$ cat src/rtl/score_digit_sequencer_pkg.sv
// ---------------------------------------------------------------------------
// score_digit_sequencer_pkg
// Shared constants and types for the score readout. Holds the sequencer state
// encoding, the displayable range, the glyph-strip geometry and the per-nibble
// BCD correction helper. The score image block uses the same geometry.
// ---------------------------------------------------------------------------
package score_digit_sequencer_pkg;

    typedef enum logic [1:0] {
        IDLE    = 2'd0,
        CONVERT = 2'd1,
        COMMIT  = 2'd2
    } seq_state_t;

    localparam int SCORE_BITS      = 10;
    localparam int MAX_SCORE       = 999;
    localparam int NUM_GLYPHS      = 10;
    localparam int NUM_STRIP_WIDTH = 342;
    localparam int NUM_WIDTH       = NUM_STRIP_WIDTH / NUM_GLYPHS;   // 34 pixels per glyph
    localparam int OFS_BITS        = 16;
    localparam int BCD_DIGITS      = 3;
    localparam int BCD_BITS        = 4 * BCD_DIGITS;

    // Double-dabble correction: a nibble of 5 or more would overflow past 9
    // once shifted, so bias it by 3 beforehand.
    function automatic logic [3:0] add3_nibble(input logic [3:0] nib);
        if (nib >= 4'd5) begin
            return nib + 4'd3;
        end else begin
            return nib;
        end
    endfunction

endpackage

$ cat src/rtl/score_digit_sequencer_if.sv
// ---------------------------------------------------------------------------
// score_digit_sequencer_if
// Bundles the score sequencer's request and display signals.
//   frame_start, score          : game side -> sequencer
//   hundreds, tens, ones        : BCD digits
//   num_digits                  : visible digit count, 1..3
//   *_ofs                       : digit * glyph width, image offsets
//   busy, update                : conversion status / new-values pulse
// master: drives the request (game / testbench); slave: the sequencer.
// ---------------------------------------------------------------------------
interface score_digit_sequencer_if #(
    parameter int OFS_BITS = 16
);
    logic                frame_start;
    logic [31:0]         score;
    logic [3:0]          hundreds;
    logic [3:0]          tens;
    logic [3:0]          ones;
    logic [1:0]          num_digits;
    logic [OFS_BITS-1:0] hundreds_ofs;
    logic [OFS_BITS-1:0] tens_ofs;
    logic [OFS_BITS-1:0] ones_ofs;
    logic                busy;
    logic                update;

    modport master (
        output frame_start, score,
        input  hundreds, tens, ones, num_digits,
        input  hundreds_ofs, tens_ofs, ones_ofs, busy, update
    );

    modport slave (
        input  frame_start, score,
        output hundreds, tens, ones, num_digits,
        output hundreds_ofs, tens_ofs, ones_ofs, busy, update
    );
endinterface

$ cat src/rtl/score_digit_sequencer_bcd_add3_stage.sv
// ---------------------------------------------------------------------------
// bcd_add3_stage
// Combinational double-dabble correction over a 3-digit BCD accumulator:
// every nibble >= 5 gets +3, others pass through.
//   bcd_in  [11:0] : accumulator before the shift
//   bcd_out [11:0] : corrected accumulator, ready to shift left
// ---------------------------------------------------------------------------
module bcd_add3_stage
    import score_digit_sequencer_pkg::*;
(
    input  logic [BCD_BITS-1:0] bcd_in,
    output logic [BCD_BITS-1:0] bcd_out
);

    // Per-nibble correction, nibbles are independent of each other.
    always_comb begin
        bcd_out = {BCD_BITS{1'b0}};
        for (int i = 0; i < BCD_DIGITS; i++) begin
            bcd_out[4*i +: 4] = add3_nibble(bcd_in[4*i +: 4]);
        end
    end

endmodule

$ cat src/rtl/score_digit_sequencer.sv
// ---------------------------------------------------------------------------
// score_digit_sequencer
// Once per frame, samples the score, saturates it to MAX_SCORE and converts it
// to BCD one bit per cycle. Digits, glyph offsets and the visible-digit count
// are only rewritten on the commit edge, so the pixel path sees whole values.
//   clk    : system clock
//   reset  : synchronous, active-high, dominates everything
//   bus    : slave side of score_digit_sequencer_if (request + display)
// Timing: update pulses SCORE_BITS+1 cycles after the edge that accepted
// frame_start; busy covers the cycles in between. A frame_start arriving
// while busy is remembered (one deep) and starts right after commit.
// ---------------------------------------------------------------------------
module score_digit_sequencer
    import score_digit_sequencer_pkg::*;
(
    input  logic                   clk,
    input  logic                   reset,
    score_digit_sequencer_if.slave bus
);

    localparam int CNT_BITS = $clog2(SCORE_BITS + 1);
    localparam logic [CNT_BITS-1:0] LAST_BIT = CNT_BITS'(SCORE_BITS - 1);

    seq_state_t              state_r, state_s;
    logic                    pending_r, pending_s;
    logic                    load_s, shift_s, commit_s;
    logic [SCORE_BITS-1:0]   sat_r, sat_s;
    logic [BCD_BITS-1:0]     bcd_r, bcd_adj_s;
    logic [CNT_BITS-1:0]     cnt_r;

    logic [3:0]              hundreds_r, tens_r, ones_r;
    logic [1:0]              num_digits_r;
    logic [OFS_BITS-1:0]     hundreds_ofs_r, tens_ofs_r, ones_ofs_r;
    logic                    busy_r, update_r;

    bcd_add3_stage u_add3 (
        .bcd_in  (bcd_r),
        .bcd_out (bcd_adj_s)
    );

    // Saturate the incoming score to the displayable range.
    always_comb begin
        if (bus.score > 32'(MAX_SCORE)) begin
            sat_s = SCORE_BITS'(MAX_SCORE);
        end else begin
            sat_s = bus.score[SCORE_BITS-1:0];
        end
    end

    // Next-state and datapath control.
    always_comb begin
        state_s   = state_r;
        pending_s = pending_r;
        load_s    = 1'b0;
        shift_s   = 1'b0;
        commit_s  = 1'b0;
        case (state_r)
            IDLE: begin
                if (bus.frame_start) begin
                    state_s = CONVERT;
                    load_s  = 1'b1;
                end else begin
                    state_s = IDLE;
                end
            end
            CONVERT: begin
                shift_s = 1'b1;
                if (bus.frame_start) begin
                    pending_s = 1'b1;
                end else begin
                    pending_s = pending_r;
                end
                if (cnt_r == LAST_BIT) begin
                    state_s = COMMIT;
                end else begin
                    state_s = CONVERT;
                end
            end
            COMMIT: begin
                commit_s  = 1'b1;
                pending_s = 1'b0;
                // A request landing on the commit cycle is served straight away
                // rather than being lost between pending clear and IDLE.
                if (pending_r || bus.frame_start) begin
                    state_s = CONVERT;
                    load_s  = 1'b1;
                end else begin
                    state_s = IDLE;
                end
            end
            default: begin
                state_s   = IDLE;
                pending_s = 1'b0;
            end
        endcase
    end

    // State and pending-request registers.
    always_ff @(posedge clk) begin
        if (reset) begin
            state_r   <= IDLE;
            pending_r <= 1'b0;
        end else begin
            state_r   <= state_s;
            pending_r <= pending_s;
        end
    end

    // Conversion datapath: load, then correct-and-shift {bcd,sat} once per cycle.
    always_ff @(posedge clk) begin
        if (reset) begin
            sat_r <= {SCORE_BITS{1'b0}};
            bcd_r <= {BCD_BITS{1'b0}};
            cnt_r <= {CNT_BITS{1'b0}};
        end else if (load_s) begin
            sat_r <= sat_s;
            bcd_r <= {BCD_BITS{1'b0}};
            cnt_r <= {CNT_BITS{1'b0}};
        end else if (shift_s) begin
            {bcd_r, sat_r} <= {bcd_adj_s[BCD_BITS-2:0], sat_r, 1'b0};
            cnt_r          <= cnt_r + CNT_BITS'(1);
        end else begin
            sat_r <= sat_r;
            bcd_r <= bcd_r;
            cnt_r <= cnt_r;
        end
    end

    // Display registers: rewritten only on the commit edge.
    always_ff @(posedge clk) begin
        if (reset) begin
            hundreds_r     <= 4'd0;
            tens_r         <= 4'd0;
            ones_r         <= 4'd0;
            num_digits_r   <= 2'd1;
            hundreds_ofs_r <= {OFS_BITS{1'b0}};
            tens_ofs_r     <= {OFS_BITS{1'b0}};
            ones_ofs_r     <= {OFS_BITS{1'b0}};
            update_r       <= 1'b0;
        end else if (commit_s) begin
            hundreds_r     <= bcd_r[11:8];
            tens_r         <= bcd_r[7:4];
            ones_r         <= bcd_r[3:0];
            if (bcd_r[11:8] != 4'd0) begin
                num_digits_r <= 2'd3;
            end else if (bcd_r[7:4] != 4'd0) begin
                num_digits_r <= 2'd2;
            end else begin
                num_digits_r <= 2'd1;
            end
            hundreds_ofs_r <= OFS_BITS'(bcd_r[11:8]) * OFS_BITS'(NUM_WIDTH);
            tens_ofs_r     <= OFS_BITS'(bcd_r[7:4])  * OFS_BITS'(NUM_WIDTH);
            ones_ofs_r     <= OFS_BITS'(bcd_r[3:0])  * OFS_BITS'(NUM_WIDTH);
            update_r       <= 1'b1;
        end else begin
            update_r       <= 1'b0;
        end
    end

    // busy follows the state being entered, so it drops right after commit.
    always_ff @(posedge clk) begin
        if (reset) begin
            busy_r <= 1'b0;
        end else begin
            busy_r <= (state_s != IDLE);
        end
    end

    assign bus.hundreds     = hundreds_r;
    assign bus.tens         = tens_r;
    assign bus.ones         = ones_r;
    assign bus.num_digits   = num_digits_r;
    assign bus.hundreds_ofs = hundreds_ofs_r;
    assign bus.tens_ofs     = tens_ofs_r;
    assign bus.ones_ofs     = ones_ofs_r;
    assign bus.busy         = busy_r;
    assign bus.update       = update_r;

endmodule

$ cat src/flat_wrapper.sv
// flat-port wrapper written by rule: the top's interface ports become plain ports
module score_digit_sequencer_flat import score_digit_sequencer_pkg::*;
  (clk, reset, bus_frame_start, bus_score, bus_hundreds, bus_tens, bus_ones, bus_num_digits, bus_hundreds_ofs, bus_tens_ofs, bus_ones_ofs, bus_busy, bus_update);
  score_digit_sequencer_if #(.OFS_BITS(16)) bus_i ();
  input  logic clk;
  input  logic reset;
  input wire logic [$bits(bus_i.frame_start)-1:0] bus_frame_start;
  input wire logic [$bits(bus_i.score)-1:0] bus_score;
  output wire logic [$bits(bus_i.hundreds)-1:0] bus_hundreds;
  output wire logic [$bits(bus_i.tens)-1:0] bus_tens;
  output wire logic [$bits(bus_i.ones)-1:0] bus_ones;
  output wire logic [$bits(bus_i.num_digits)-1:0] bus_num_digits;
  output wire logic [$bits(bus_i.hundreds_ofs)-1:0] bus_hundreds_ofs;
  output wire logic [$bits(bus_i.tens_ofs)-1:0] bus_tens_ofs;
  output wire logic [$bits(bus_i.ones_ofs)-1:0] bus_ones_ofs;
  output wire logic [$bits(bus_i.busy)-1:0] bus_busy;
  output wire logic [$bits(bus_i.update)-1:0] bus_update;
  assign bus_i.frame_start = bus_frame_start;
  assign bus_i.score = bus_score;
  assign bus_hundreds = bus_i.hundreds;
  assign bus_tens = bus_i.tens;
  assign bus_ones = bus_i.ones;
  assign bus_num_digits = bus_i.num_digits;
  assign bus_hundreds_ofs = bus_i.hundreds_ofs;
  assign bus_tens_ofs = bus_i.tens_ofs;
  assign bus_ones_ofs = bus_i.ones_ofs;
  assign bus_busy = bus_i.busy;
  assign bus_update = bus_i.update;
  score_digit_sequencer u_core (.clk(clk), .reset(reset), .bus(bus_i));
endmodule
$ cat config.mk
export PLATFORM = sky130hd
export DESIGN_NAME = score_digit_sequencer_flat
export DESIGN_NICKNAME = d
export VERILOG_FILES = /design/src/rtl/score_digit_sequencer_pkg.sv /design/src/rtl/score_digit_sequencer_if.sv /design/src/rtl/score_digit_sequencer_bcd_add3_stage.sv /design/src/rtl/score_digit_sequencer.sv /design/src/flat_wrapper.sv
export SDC_FILE = /design/constraint.sdc
export NUM_CORES = 1
export LEC_CHECK = 0
export BUFFER_PORTS_ARGS = -buffer_cell sky130_fd_sc_hd__buf_2
export CAP_MARGIN = 20
export CORE_MARGIN = 4
export CORE_UTILIZATION = 25
export CTS_BUF_LIST = sky130_fd_sc_hd__clkbuf_8
export DETAILED_ROUTE_END_ITERATION = 8
export GPL_TIMING_DRIVEN = 0
export PLACE_DENSITY_LB_ADDON = 0.3
export SLEW_MARGIN = 20
export SYNTH_ARGS = -nofsm -noshare
export SYNTH_HDL_FRONTEND = slang
export SYNTH_SLANG_ARGS = --single-unit
export TNS_END_PERCENT = 30
$ cat constraint.sdc
create_clock -name clk -period 3.8 [get_ports clk]
set_input_delay 0.38 -clock clk [delete_from_list [all_inputs] [get_ports clk]]
set_output_delay 0.38 -clock clk [all_outputs]
set_load 0.005 [all_outputs]
==> summary.txt, run 1 <==
Critical path
  – Crit path max-delay cell type: o21ai_1
  – CP top delay family: compound AO/OA/AOI/OAI gates
  – CP Launch Type: flop
  – Worst EP arrival: roughly 1.8 ns
  – Crit-path max FO: 10
  – FF-to-FF path depth: 4
  – Crit-path cells: a21oi_2 -> o21ai_1 -> buf_2 -> nor2_1
  – Worst path buffer plus inverter count: 1
  – CP max stage delay: 0.55 ns
  – CP endpoint kind: flop
  – Crit Path Class: reg2reg
  – Crit path depth: 4
  – Critical Path RT: roughly 4.0 ns

Power
  – Power Density: between 200 and 300 mW/mm²
  – VDD IR max: around 0.14 mV
  – Leakage: 0.00147 µW

Yosys
  – Yosys warnings: 0
  – Library cells used by synthesis: 39
  – Average size of a mapped cell: between 8 and 9 µm²
  – Synthesized cell area: roughly 0.0025 mm²
  – Post-synthesis sequential area ratio: a little over a third
  – Post-Synthesis Cells: a little over 300
  – FF+latch count, synth: 45

Die
  – Width of the chip: 107 µm
  – I/O pin count: 99
  – Die Height: 107 µm
  – Core ar.: around 0.0094 mm²
  – # rows: 35
  – Initial core utilization: 26.2%
  – Die Area: 0.0115 mm²

Route
  – DRC errors left: 0
  – DRT Pass-1 Iters: 4
  – Routed Wire Length: 5890 µm
  – Wirelength per Cell: roughly 11 µm
  – Initial DRC Count: 77
  – Vias per cell: between 4 and 5
  – Routed Antenna Nets: 0
  – Via count: 2243

Clocking
  – Resized Gates After CTS: 0
  – Worst-case clock buffer depth: 2
  – CTS tree: done
  – Skew-Pair Late Insertion Delay: about 0.30 ns
  – Clk sink count: 45
  – CTS Hold Buffers Added: 0
  – CTS HTree Levels: 2
  – Post-CTS setup repair buffer count: 0
  – Root Buffer: clkbuf_8
  – Clock buffer count from CTS: 5
  – Clock-pin slew on the worst setup and hold paths: approximately 0.08 ns

Timing
  – Finish-stage setup viols: 0
  – Fin crit share: 43.7%
  – Setup TNS: 0 ns
  – Final Critical Period: between 1.5 and 2 ns
  – Slew Viols, Final: 0
  – Slew HR: roughly 54%
  – RSZ-0062 raised after global routing: false
  – Hold Slack: approximately 0.34 ns
  – Hold Violations, Final: 0
  – Clk_skew: 0.0119 ns
  – Fmax achieved: 0.602 GHz
  – Worst slew pin tran: 0.681 ns

GRT
  – Initial antenna violation count: 0
  – Met1 usage: between 10% and 20%
  – Met2 usage: 16.4%
  – Largest net degree at the start of global routing: 16
  – Total GRT Usage: 9.89%
  – Met3 usage: under 10%
  – Vias in the first global route: slightly above 2000
  – Top Usage Layer GRT: met2
  – Grt ovf: 0
  – First-pass GRT wire length: about 9300 µm

Finish
  – Antenna fix cells: 0
  – Synthesis-to-layout area growth: 28.8%
  – Final Net Count: roughly 450
  – Fillers: roughly 1000
  – Share of cells above drive strength 1: around 36%
  – Core Util, Final: 33.7%

Place
  – Port Buffers: 74
  – GPL Wtd Cong: approximately 0.78
  – Hpwl dp: roughly 4500 µm

Worst hold path
  – Worst min-delay path category: in2reg
  – Depth of the worst hold-timing path: 2

Run status
  – Status: completed

Job
  – Max cap viols: 0
placed cells by master (no fill, tap or decap), types with 7 or more instances in the layout:
master	count
or3_1	8
nand3_1	11
a21oi_1	30
buf_2	82
inv_1	7
ha_1	9
a31oi_1	7
buf_4	50
dfxtp_1	45
o21ai_0	7
nand2b_1	10
nor2_1	22
conb_1	24
nand2_1	40
kinds of logic (layout without fill, tap and decap cells):
group / count (synthesis) / after routing / share of synthesized area (%)
buffers and inverters: 71 / 153 / 19.1
xor gates and xnor gates: 5 / 5 / 1.78
and+or+nand+nor: 113 / 113 / 23.5
adders and majority gates: 9 / 9 / 4.57
other: 1 / 24 / 0.152
AOI/OAI and AO/OA: 59 / 59 / 14.4
DFF: 45 / 45 / 36.5
final cells by class:
| type | count | area, µm² | area share [%] |
|---|---|---|---|
| Clock inverter | 3 | 22.5 | 0.710 |
| Clock buffer | 5 | 68.8 | 2.17 |
| Buffer | 63 | 442 | 13.9 |
| Sequential cell | 45 | 901 | 28.4 |
| Timing Repair Buffer | 74 | 370 | 11.7 |
| Tap cell | 129 | 161 | 5.08 |
| Inverter | 8 | 30.0 | 0.946 |
| Multi-Input combinational cell | 210 | 1180 | 37.1 |
worst register-to-register path: cells and delay by family, from the launching register on:
kind / cells / cell delay [ns]
AOI/OAI and AO/OA: 2 / 0.65
buffers and inverters: 1 / 0.36
DFF: 1 / 0.46
and+or+nand+nor: 1 / 0.09
sequential cells by signal, summed over array words and instances (netlist names):
register                 count
u_core.pending_r             1
u_core.bus.hundreds          3
u_core.sat_r                10
u_core.bus.hundreds_ofs      1
u_core.bus.busy              1
u_core.bus.ones_ofs          1
u_core.bus.tens              3
u_core.bcd_r                12
u_core.cnt_r                 4
u_core.bus.ones              3
u_core.bus.num_digits        2
u_core.bus.tens_ofs          1
u_core.bus.update            1
u_core.state_r               2
Yosys cell counts:
cell type | number | area, µm²
buf_4 | 50 | 375
dfxtp_1 | 45 | 901
nand2_1 | 40 | 150
a21oi_1 | 30 | 150
nor2_1 | 22 | 82.6
nand3_1 | 11 | 55.1
nand2b_1 | 10 | 62.6
ha_1 | 9 | 113
buf_2 | 8 | 40.0
or3_1 | 8 | 50.1
a31oi_1 | 7 | 43.8
inv_1 | 7 | 26.3
o21ai_0 | 7 | 35.0
o311ai_0 | 5 | 43.8
clkbuf_1 | 4 | 15.0
nor3_1 | 4 | 20.0
nor4_1 | 4 | 25.0
nor4_2 | 4 | 50.1
xor2_1 | 4 | 35.0
a211oi_1 | 2 | 15.0
a41o_1 | 2 | 20.0
nand4_1 | 2 | 12.5
o2bb2ai_1 | 2 | 17.5
a21oi_2 | 1 | 8.76
a221oi_1 | 1 | 8.76
and2b_1 | 1 | 7.51
and3_1 | 1 | 6.26
buf_6 | 1 | 11.3
clkinv_1 | 1 | 3.75
conb_1 | 1 | 3.75
nand3b_1 | 1 | 7.51
nand4_2 | 1 | 12.5
nor2b_1 | 1 | 6.26
nor3_4 | 1 | 16.3
nor3b_1 | 1 | 7.51
o21ai_1 | 1 | 5.00
o22ai_1 | 1 | 6.26
or2_1 | 1 | 6.26
xnor2_1 | 1 | 8.76
per-layer routing:
| layer | routed length (µm) | vias to the layer above |
|---|---|---|
| met5 | 0 | - |
| met4 | 57 | 0 |
| met3 | 491 | 6 |
| met2 | 2540 | 87 |
| met1 | 2800 | 982 |
| li1 | - | 1168 |
report_power, final:
group	total, µW	switching (µW)	internal (µW)
registers	494	7.48	486
logic	125	67.3	57.9
clock network	305	174	131
total	924	249	675
metrics by stage:
step,area [µm²],std cells,power (µW),setup WS [ns]
global route,3170,537,968,2.05
CTS,3170,537,934,2.13
floorplan,2550,326,587,2.41
detailed placement,3080,529,629,1.98
global placement,3080,529,627,1.96
finish,3170,537,924,2.14
path summary, 6_finish.rpt:
path	endpoint	slack, ns	startpoint
hold reg to reg	u_core.bcd_r[0]$_SDFFE_PP0P_	0.47	u_core.sat_r[9]$_SDFFE_PP0P_
hold / removal	u_core.sat_r[4]$_SDFFE_PP0P_	0.34	bus_score[4]
setup / recovery	u_core.cnt_r[0]$_SDFFE_PP0P_	2.14	u_core.state_r[1]$_SDFF_PP0_
setup reg to reg	u_core.cnt_r[0]$_SDFFE_PP0P_	2.14	u_core.state_r[1]$_SDFF_PP0_
No activity file was read; power rests on OpenSTA's default activity.
==> inputs of run 2 (changes only) <==
==> constraint.sdc (replaced) <==
create_clock -name clk -period 1.6 [get_ports clk]
set_input_delay 0.16 -clock clk [delete_from_list [all_inputs] [get_ports clk]]
set_output_delay 0.16 -clock clk [all_outputs]
set_load 0.005 [all_outputs]
==> summary.txt, run 2 (synthesis gave the netlist of run 1 again) <==
Run status
  – Status: completed (unchanged)

Timing
  – Slack of the critical path: 0.129 ns (was 2.14 ns)
  – Worst slew pin tran: 0.560 ns (was 0.681 ns)
  – Fin crit share: 92.0% (was 43.7%)
  – Setup TNS: 0 ns (unchanged)
  – Hold Slack: 0.120 ns (was 0.340 ns)
  – Finish-stage setup viols: 0 (unchanged)
  – Clk_skew: 0.0126 ns (was 0.0119 ns)
  – Final Critical Period: 1.47 ns (was 1.66 ns)
  – Fmax achieved: 0.680 GHz (was 0.602 GHz)
  – Hold Violations, Final: 0 (unchanged)
  – Slew HR: 62.6% (was 54.3%)
  – RSZ-0062 raised after global routing: false (unchanged)
  – Slew Viols, Final: 0 (unchanged)

Finish
  – Area of the multi-input gates: 0.00118 mm² (about the same)
  – Commonest non-fill, non-tap cells in the layout: buf_2, buf_4, dfxtp_1 (unchanged)
  – Synthesis-to-layout area growth: 29.1% (was 28.8%)
  – Post-route cell area: 0.00318 mm² (was 0.00317 mm²)
  – Largest regs: u_core.bcd_r (12), u_core.sat_r (10), u_core.cnt_r (4) (unchanged)
  – Final Net Count: 451 (unchanged)
  – Register Area: 906 µm² (was 901 µm²)
  – Share of cells above drive strength 1: 37.5% (was 36.3%)
  – Fillers: 995 (was 997)
  – Commonest non-fill, non-tap cell in the layout: buf_2 (unchanged)
  – Most flop-heavy register: u_core.bcd_r (unchanged)
  – Antenna fix cells: 0 (unchanged)
  – Max reg flops: 12 (unchanged)

GRT
  – Largest net degree at the start of global routing: 16 (unchanged)
  – Grt ovf: 0 (unchanged)
  – Initial antenna violation count: 0 (unchanged)
  – First-pass GRT wire length: 9360 µm (was 9340 µm)
  – Total GRT Usage: 9.91% (was 9.89%)
  – Vias in the first global route: 2083 (was 2076)

Critical path
  – Critical Path RT: 1.83 ns (was 3.98 ns)
  – Crit Path Class: reg2reg (unchanged)
  – Crit-path cells: inv_1 -> ha_1 -> nand2b_1 -> a21oi_1 -> or3_1 -> a31oi_1 (was a21oi_2 -> o21ai_1 -> buf_2 -> nor2_1)
  – Crit-path max FO: 5 (was 10)
  – CP max stage delay: 0.41 ns (was 0.55 ns)
  – R2r setup slk: 0.13 ns (was 2.14 ns)
  – CP Launch Type: flop (unchanged)
  – Crit path max-delay cell type: dfxtp_1 (was o21ai_1)
  – Worst EP arrival: 1.70 ns (was 1.84 ns)
  – CP endpoint kind: flop (unchanged)

Place
  – Setup WS pre-CTS: -0.0583 ns (was 1.98 ns)
  – Port Buffers: 74 (unchanged)
  – GPL Wtd Cong: 0.778 (unchanged)
  – Post-DP Area: 0.00308 mm² (unchanged)
  – Hpwl dp: 4460 µm (unchanged)

Clocking
  – Worst-case clock buffer depth: 2 (unchanged)
  – Clock buffer count from CTS: 5 (unchanged)
  – Root Buffer: clkbuf_8 (unchanged)
  – Post-CTS setup repair buffer count: 0 (unchanged)
  – Clk sink count: 45 (unchanged)
  – Skew-Pair Late Insertion Delay: 0.30 ns (about the same)
  – CTS HTree Levels: 2 (unchanged)
  – Clock-pin slew on the worst setup and hold paths: 0.09 ns (was 0.08 ns)
  – CTS tree: done (unchanged)
  – CTS Hold Buffers Added: 0 (unchanged)

Power
  – Leakage: 0.00148 µW (was 0.00147 µW)
  – Power Density: 690 mW/mm² (was 291 mW/mm²)
  – VDD IR max: 0.335 mV (was 0.141 mV)

Route
  – Highest metal layer with signal wires: met4 (unchanged)
  – Wirelength per Cell: 11.0 µm (about the same)
  – DR WL met2: 2580 µm (was 2540 µm)
  – Via count: 2254 (was 2243)
  – DRT Pass-1 Iters: 4 (unchanged)
  – Routed Antenna Nets: 0 (unchanged)
  – DRC errors left: 0 (unchanged)
  – Initial DRC Count: 87 (was 77)
  – Routed Wire Length: 5890 µm (about the same)
  – Met3 WL post-DR: 503 µm (was 491 µm)
  – Vias per cell: 4.20 (was 4.18)
  – M1 WL: 2750 µm (was 2800 µm)

Die
  – I/O pin count: 99 (unchanged)
  – Die Area: 0.0115 mm² (unchanged)
  – Die Height: 107 µm (unchanged)
  – Initial core utilization: 26.2% (unchanged)
  – Core ar.: 0.00942 mm² (unchanged)
  – # rows: 35 (unchanged)
  – Width of the chip: 107 µm (unchanged)

Worst hold path
  – Worst min-delay path category: in2reg (unchanged)

Job
  – Max cap viols: 0 (unchanged)
[run 2: cell counts in the layout (fill, tap and decap cells not counted)]
Identical to the previous run, type by type.
[run 2: where the power goes]
part           internal [µW]  switching [µW]  total, µW
Combinational            138             160        298
Sequential              1150            18.0       1170
Clock                    311             414        724
Total                   1600             592       2200
[run 2: repair_timing]
| item | CTS | global route |
|---|---|---|
| resized for setup | 1 | 4 |
| endpoints found under the setup margin | 10 | 7 |
| endpoints found under the hold margin | 0 | 0 |
[run 2: final cells by class]
cell class | count | area share, %
Buffer | 63 | 13.9
Clock buffer | 5 | 2.16
Clock inverter | 3 | 0.708
Inverter | 8 | 0.943
Multi-Input combinational cell | 210 | 37.1
Sequential cell | 45 | 28.5
Tap cell | 129 | 5.07
Timing Repair Buffer | 74 | 11.6
[run 2: metal layers]
metal,GRT usage [%],up-vias
met5,0,-
met4,2.65,0
met3,2.70,6
met2,16.5,90
met1,12.6,989
li1,-,1169
[run 2: worst max-delay path, delay by kind of cell (launching register included)]
kind            cells  cell delay (ns)
compound gates      2             0.27
fa+ha+maj           1             0.23
buf+inv             1             0.08
flops               1             0.41
simple gates        2             0.42
[run 2: worst paths after layout]
path | start | to | cells after the start
setup / recovery | u_core.bcd_r[5]$_SDFFE_PP0P_ | u_core.bcd_r[6]$_SDFFE_PP0P_ | 6
hold / removal | bus_score[4] | u_core.sat_r[4]$_SDFFE_PP0P_ | 2
setup reg to reg | u_core.bcd_r[5]$_SDFFE_PP0P_ | u_core.bcd_r[6]$_SDFFE_PP0P_ | 6
hold reg to reg | u_core.sat_r[9]$_SDFFE_PP0P_ | u_core.bcd_r[0]$_SDFFE_PP0P_ | 2
[run 2: metrics by stage]
step	power, µW	std cells	util, %
floorplan	1390	326	-
global placement	1490	529	32.7
detailed placement	1490	529	32.7
CTS	2220	537	33.8
global route	2300	537	33.8
finish	2200	537	33.8
